===== config.mk =====
export PLATFORM = sky130hd
export DESIGN_NAME = spectro_frame_receiver
export DESIGN_NICKNAME = d
export VERILOG_FILES = /design/src/rtl/spectro_frame_receiver.sv
export SDC_FILE = /design/constraint.sdc
export NUM_CORES = 1
export LEC_CHECK = 0
export BUFFER_PORTS_ARGS = -buffer_cell sky130_fd_sc_hd__buf_4
export CAP_MARGIN = 20
export CORE_MARGIN = 2
export CORE_UTILIZATION = 27
export CTS_BUF_LIST = sky130_fd_sc_hd__clkbuf_8
export DETAILED_ROUTE_END_ITERATION = 6
export PLACE_DENSITY = 0.46
export SETUP_SLACK_MARGIN = 0.2
export SYNTH_ARGS = -nofsm -noshare
export SYNTH_HDL_FRONTEND = slang
export SYNTH_SLANG_ARGS = --single-unit
export TNS_END_PERCENT = 50

===== constraint.sdc =====
create_clock -name clk -period 1.6 [get_ports clk]
set_input_delay 0.08 -clock clk [delete_from_list [all_inputs] [get_ports clk]]
set_output_delay 0.08 -clock clk [all_outputs]
set_load 0.02 [all_outputs]

===== src/rtl/spectro_frame_receiver.sv =====
// Far-end deserializer for the spectrogram extractor's serial readout link.
// Rebuilds WORD_W-bit words (MSB first) framed by the SL strobe, tags them
// with the latched channel address and offers them on a valid/ready port.
// Optional: define SEQ_CHECK_EN to add the channel-sequence checker (seq_err).
module spectro_frame_receiver #(
    parameter int unsigned WORD_W = 12,
    parameter int unsigned ADDR_W = 4,
    parameter int unsigned N_CH   = 16
) (
    input  logic              clk,
    input  logic              reset,
    input  logic              serial_in,
    input  logic              sl_in,
    input  logic [ADDR_W-1:0] addr_in,
    input  logic              ovf_in,
    output logic [WORD_W-1:0] word_data,
    output logic [ADDR_W-1:0] word_ch,
    output logic              word_valid,
    input  logic              word_ready,
    output logic              frame_done,
    output logic              overrun,
    output logic              short_err,
    input  logic              err_clr
`ifdef SEQ_CHECK_EN
    ,
    output logic              seq_err
`endif
);

    localparam int unsigned       CntW    = $clog2(WORD_W + 1);
    localparam logic [CntW-1:0]   LastBit = CntW'(WORD_W - 1);
    localparam logic [ADDR_W-1:0] LastCh  = ADDR_W'(N_CH - 1);

    typedef enum logic [0:0] {StIdle, StShift} state_e;

    state_e            state_q, state_d;
    logic [CntW-1:0]   bit_cnt_q, bit_cnt_d;
    logic [WORD_W-1:0] shreg_q, shreg_d;
    logic [ADDR_W-1:0] ch_lat_q, ch_lat_d;
    logic              ovf_q;

    logic [WORD_W-1:0] word_data_q, word_data_d;
    logic [ADDR_W-1:0] word_ch_q, word_ch_d;
    logic              word_valid_q, word_valid_d;
    logic              frame_done_q, frame_done_d;
    logic              overrun_q, overrun_d;
    logic              short_err_q, short_err_d;

    logic [WORD_W-1:0] shreg_next;
    logic              complete;
    logic              short_set;

    assign shreg_next = {shreg_q[WORD_W-2:0], serial_in};

    // Framing FSM: SL opens a word, WORD_W shifted bits close it, SL/ovf rise abort it.
    always_comb begin
        state_d   = state_q;
        bit_cnt_d = bit_cnt_q;
        shreg_d   = shreg_q;
        ch_lat_d  = ch_lat_q;
        complete  = 1'b0;
        short_set = 1'b0;
        case (state_q)
            StIdle: begin
                if (sl_in) begin
                    ch_lat_d  = addr_in;
                    bit_cnt_d = '0;
                    shreg_d   = '0;
                    state_d   = StShift;
                end
            end
            StShift: begin
                if (ovf_in && !ovf_q) begin
                    // Overflow rising mid-word means the frame restarted under us.
                    short_set = 1'b1;
                    bit_cnt_d = '0;
                    shreg_d   = '0;
                    state_d   = StIdle;
                end else if (sl_in) begin
                    short_set = 1'b1;
                    ch_lat_d  = addr_in;
                    bit_cnt_d = '0;
                    shreg_d   = '0;
                end else begin
                    shreg_d   = shreg_next;
                    bit_cnt_d = bit_cnt_q + CntW'(1);
                    if (bit_cnt_q == LastBit) begin
                        complete  = 1'b1;
                        bit_cnt_d = '0;
                        state_d   = StIdle;
                    end
                end
            end
            default: state_d = StIdle;
        endcase
    end

    // Holding register, handshake and sticky error flags.
    always_comb begin
        word_data_d  = word_data_q;
        word_ch_d    = word_ch_q;
        word_valid_d = word_valid_q;
        frame_done_d = 1'b0;
        overrun_d    = overrun_q & ~err_clr;
        short_err_d  = (short_err_q & ~err_clr) | short_set;
        if (complete && (!word_valid_q || word_ready)) begin
            word_data_d  = shreg_next;
            word_ch_d    = ch_lat_q;
            word_valid_d = 1'b1;
            frame_done_d = (ch_lat_q == LastCh);
        end else begin
            if (complete) begin
                overrun_d = 1'b1;
            end
            if (word_valid_q && word_ready) begin
                word_valid_d = 1'b0;
            end
        end
    end

    // State and datapath registers.
    always_ff @(posedge clk or posedge reset) begin
        if (reset) begin
            state_q      <= StIdle;
            bit_cnt_q    <= '0;
            shreg_q      <= '0;
            ch_lat_q     <= '0;
            ovf_q        <= 1'b0;
            word_data_q  <= '0;
            word_ch_q    <= '0;
            word_valid_q <= 1'b0;
            frame_done_q <= 1'b0;
            overrun_q    <= 1'b0;
            short_err_q  <= 1'b0;
        end else begin
            state_q      <= state_d;
            bit_cnt_q    <= bit_cnt_d;
            shreg_q      <= shreg_d;
            ch_lat_q     <= ch_lat_d;
            ovf_q        <= ovf_in;
            word_data_q  <= word_data_d;
            word_ch_q    <= word_ch_d;
            word_valid_q <= word_valid_d;
            frame_done_q <= frame_done_d;
            overrun_q    <= overrun_d;
            short_err_q  <= short_err_d;
        end
    end

    assign word_data  = word_data_q;
    assign word_ch    = word_ch_q;
    assign word_valid = word_valid_q;
    assign frame_done = frame_done_q;
    assign overrun    = overrun_q;
    assign short_err  = short_err_q;

`ifdef SEQ_CHECK_EN
    logic [ADDR_W-1:0] exp_ch_q, exp_ch_d;
    logic              seq_err_q, seq_err_d;

    // Channel sequence check on every completed word, dropped or not.
    always_comb begin
        exp_ch_d  = exp_ch_q;
        seq_err_d = seq_err_q & ~err_clr;
        if (complete) begin
            if (ch_lat_q != exp_ch_q) begin
                seq_err_d = 1'b1;
            end
            exp_ch_d = (ch_lat_q == LastCh) ? '0 : ch_lat_q + ADDR_W'(1);
        end
    end

    // Sequence checker registers.
    always_ff @(posedge clk or posedge reset) begin
        if (reset) begin
            exp_ch_q  <= '0;
            seq_err_q <= 1'b0;
        end else begin
            exp_ch_q  <= exp_ch_d;
            seq_err_q <= seq_err_d;
        end
    end

    assign seq_err = seq_err_q;
`endif

endmodule


==> reports/metrics.csv <==
metric,value,unit
status,completed,
worstSetupStartpointType,register,
antenna_cells,0,
worst_clock_skew_on_the_final_layout,0.00699,ns
synth.avg_cell_area,14.5,um2
power.share.clock,35.1,%
max_freq,0.640,GHz
root_buffer,sky130_fd_sc_hd__clkbuf_8,
floorplan.core_area,5850,um2
worstSetupEndpointType,register,
synthMuxAreaShare,16.0,%
site_rows,28,
required,1.78,ns
place_hpwl,2.08,mm
seq_cells_post_synth,41,
final_antenna_net_count,0,
initial_antenna_violation_count,0,
place_congestion,0.700,
p_leak,1.05,nW
first_pass_iters,2,
maxCapViolations,0,
remaining_drc_errors,0,
critPathMaxFanout,9,
synthDominantCellAreaShare,63.2,%
routed_wl,3.12,mm
grt_max_degree,42,
clk-insertion-delay-late,0.30,ns
mappedNetlistArea,1620,um2
globalRouteOverflowTotal,0,
dpl-instance-area,1960,um2
final_area,2140,um2
yosysWarnings,0,
via_count_of_the_first_global_routing_pass,1113,
layout.cells.non_filler,234,
design_power_total,1.92,mW
synth_area_leaders,"sky130_fd_sc_hd__dfrtp_1, sky130_fd_sc_hd__mux2_4, sky130_fd_sc_hd__a22o_1",
rsz0062_at_grt,yes,
number_of_placed_cells_counting_well_taps,220,
synth_seq_area_share,63.2,%
final.fill_count,576,
floorplan.io_pins,31,
clk_sink_count,41,
grt_pass1_wl,5.22,mm
largest_family_of_logic_cells_by_synthesized_area,multiplexers,
cts_max_level,2,
switching_power,474,uW
synth-xor-area-share,0.540,%
design.die.area,6650,um2
worst_pin_slew,0.519,ns
grt_use_total,10.5,%
avgViaCountPerCell,4.52,
internal_power,1.45,mW
fin_hold_ws,0.00839,ns
netSwitchingFraction,24.7,%
crit_type,register to register,
placement.io_buffers,30,
critPathArrivalTime,1.74,ns
synth_fa_ha_area_share,0.771,%
hold_wc_path_type,input port to register,
floorplan.initialDensity,27.7,%
die_w,81.5,um
synth_compound_area_share,10.3,%
crit_path_max_incr_delay,0.37,ns
netlist.top_cell.by_area,sky130_fd_sc_hd__dfrtp_1,
max_slew_violations,0,
final_util,36.5,%
cts.clk_slew.worst_paths,0.08,ns
mappedNetlistNets,124,
crit_path_cell_trace,ha_2 > nand3b_1 > and4b_1 > buf_6 > mux2_4,
vdd_drop_max,0.428,mV
drc_marker_count_from_the_first_detailed_route_iteration,32,
cp_slowest_cell,sky130_fd_sc_hd__dfrtp_1,
final_min_period_over_clock_period,97.6,%
finalNetCount,170,
clock_path_buffers,2,
cell_pwr_density,898,nW/um2
unique_cell_type_count_in_the_yosys_netlist,29,
cts_buffers,5,
cts_tree,done,
timing.final.hold_violations,0,
setup-violations-final,0,
final_period_minus_worst_setup_slack,1.56,ns
avgRoutedWirePerCell,13.3,um
seq_power_share,56.6,%
die_h,81.5,um
synth_simple_gate_area_share,5.94,%
slew_headroom,65.4,%
final_layout_size_suffix_gt1_share,44.0,%
areaGrowthSynthToFinish,31.8,%
syn_inst,112,
total_vias_in_the_final_route,1058,
p_comb_share,8.3,%
[metal layers]
metal / vias up / global-route usage, % / share of wire [%]
li1: 491 / - / -
met2: 25 / 16.9 / 48
met5: - / 0 / 0
met1: 536 / 13.3 / 45
met4: 0 / 3.73 / 1.4
met3: 6 / 3.30 / 4.7
[cells by family after synthesis]
kind of cell,after synthesis
AOI/OAI and AO/OA,23
and+or+nand+nor,16
muxes,20
buffers and inverters,10
adders and majority gates,1
xor gates and xnor gates,1
DFF,41
[registers in the layout, indices dropped and copies added, names as in the netlist]
name        flops
shreg_q        11
state_q         1
overrun         1
word_data      12
word_ch         4
ch_lat_q        4
bit_cnt_q       4
ovf_q           1
frame_done      1
short_err       1
word_valid      1
[critical path: cells and delay by family (launching register included)]
kind	cells	cell delay (ns)
AND/OR/NAND/NOR	2	0.40
buffers and inverters	1	0.18
flip-flops	1	0.37
adder cells (fa/ha/maj)	1	0.18
multiplexers	1	0.30
[cell usage in the layout, fill, tap and decap left out]
cell type                       Yosys  routed
sky130_fd_sc_hd__nand2_1            3       3
sky130_fd_sc_hd__nor2b_2            1       1
sky130_fd_sc_hd__nor3_1             1       1
sky130_fd_sc_hd__a22o_1            12      12
sky130_fd_sc_hd__ha_2               0       1
sky130_fd_sc_hd__and4b_1            1       1
sky130_fd_sc_hd__clkinv_2           0       2
sky130_fd_sc_hd__nand2b_1           2       2
sky130_fd_sc_hd__and2_1             1       1
sky130_fd_sc_hd__o21ai_1            1       1
sky130_fd_sc_hd__a21oi_1            2       2
sky130_fd_sc_hd__or3_1              1       1
sky130_fd_sc_hd__clkinvlp_4         0       1
sky130_fd_sc_hd__dlygate4sd3_1      0       3
sky130_fd_sc_hd__a31oi_1            1       1
sky130_fd_sc_hd__and4_1             1       1
sky130_fd_sc_hd__nor2_1             1       1
sky130_fd_sc_hd__xor2_1             1       1
sky130_fd_sc_hd__o21ai_0            5       5
sky130_fd_sc_hd__mux2_4             9      16
sky130_fd_sc_hd__inv_1              6       6
sky130_fd_sc_hd__mux2_2             9       4
sky130_fd_sc_hd__dfrtp_1           41      41
sky130_fd_sc_hd__o32ai_1            1       1
sky130_fd_sc_hd__nor2b_1            1       1
sky130_fd_sc_hd__clkbuf_8           0       5
sky130_fd_sc_hd__o22ai_1            1       1
sky130_fd_sc_hd__nand3b_1           1       1
sky130_fd_sc_hd__buf_6              2       2
sky130_fd_sc_hd__nand3_1            2       2
sky130_fd_sc_hd__buf_4              0      38
[timing repair]
action / 4_1_cts / 5_1_grt
setup endpoints to repair: 20 / 20
gates resized for setup: 10 / 0
pin swaps: 1 / 0
buffers inserted: 2 / 1
hold endpoints to repair: 43 / 0
hold buffers: 3 / 0
[layout make-up]
class | count | area [um2] | share of cell area, %
clock buffers | 5 | 68.8 | 3.22
clock inverters | 3 | 17.5 | 0.819
inverters | 6 | 22.5 | 1.05
multi-input cells | 61 | 572 | 26.7
flip-flops and latches | 41 | 1030 | 48.0
well taps | 75 | 93.8 | 4.39
repair buffers | 43 | 338 | 15.8
[worst paths after layout]
check                                                end  slack, ns                     start  cells after the start
worst max-delay path            word_data[3]$_DFFE_PP0P_       0.04  bit_cnt_q[1]$_DFFE_PP0P_                      5
worst min register to register   shreg_q[10]$_DFFE_PP0P_       0.52   shreg_q[10]$_DFFE_PP0P_                      1
min in group asynchronous                ovf_q$_DFF_PP0_       0.47                     reset                      4
worst min-delay path             ch_lat_q[1]$_DFFE_PP0P_      0.008                addr_in[1]                      2
max in group asynchronous         shreg_q[4]$_DFFE_PP0P_       0.77                     reset                      4
worst max register to register  word_data[3]$_DFFE_PP0P_       0.04  bit_cnt_q[1]$_DFFE_PP0P_                      5
[power groups by stage]
stage                     registers [mW]  logic (mW)  clock network, mW
final                               1.09       0.159              0.673
after global routing                1.09       0.181              0.761
after CTS                           1.09       0.161              0.697
after detailed placement            1.11       0.144                  0
after global placement              1.11       0.139                  0
after floorplan                     1.11      0.0790                  0
[cell usage after synthesis]
master / n
sky130_fd_sc_hd__nor3_1: 1
sky130_fd_sc_hd__o21ai_0: 5
sky130_fd_sc_hd__and4_1: 1
sky130_fd_sc_hd__a21oi_1: 2
sky130_fd_sc_hd__o32ai_1: 1
sky130_fd_sc_hd__buf_6: 2
sky130_fd_sc_hd__nand3b_1: 1
sky130_fd_sc_hd__ha_1: 1
sky130_fd_sc_hd__nor2_1: 1
sky130_fd_sc_hd__o21ai_1: 1
sky130_fd_sc_hd__buf_2: 1
sky130_fd_sc_hd__inv_1: 6
sky130_fd_sc_hd__nand3_1: 2
sky130_fd_sc_hd__nor2b_1: 1
sky130_fd_sc_hd__mux2_1: 2
sky130_fd_sc_hd__xor2_1: 1
sky130_fd_sc_hd__mux2_2: 9
sky130_fd_sc_hd__dfrtp_1: 41
sky130_fd_sc_hd__nor2b_2: 1
sky130_fd_sc_hd__or3_1: 1
sky130_fd_sc_hd__clkbuf_1: 1
sky130_fd_sc_hd__nand2_1: 3
sky130_fd_sc_hd__and4b_1: 1
sky130_fd_sc_hd__nand2b_1: 2
sky130_fd_sc_hd__o22ai_1: 1
sky130_fd_sc_hd__mux2_4: 9
sky130_fd_sc_hd__a22o_1: 12
sky130_fd_sc_hd__and2_1: 1
sky130_fd_sc_hd__a31oi_1: 1
[stage by stage]
step / TNS (ns) / setup WS, ns
floorplan: -0.160 / -0.0178
global placement: 0 / 0.0424
detailed placement: 0 / 0.00139
CTS: 0 / 0.0384
global route: -0.394 / -0.0289
finish: 0 / 0.0385
Note: power is estimated with default switching activity, not from simulation.
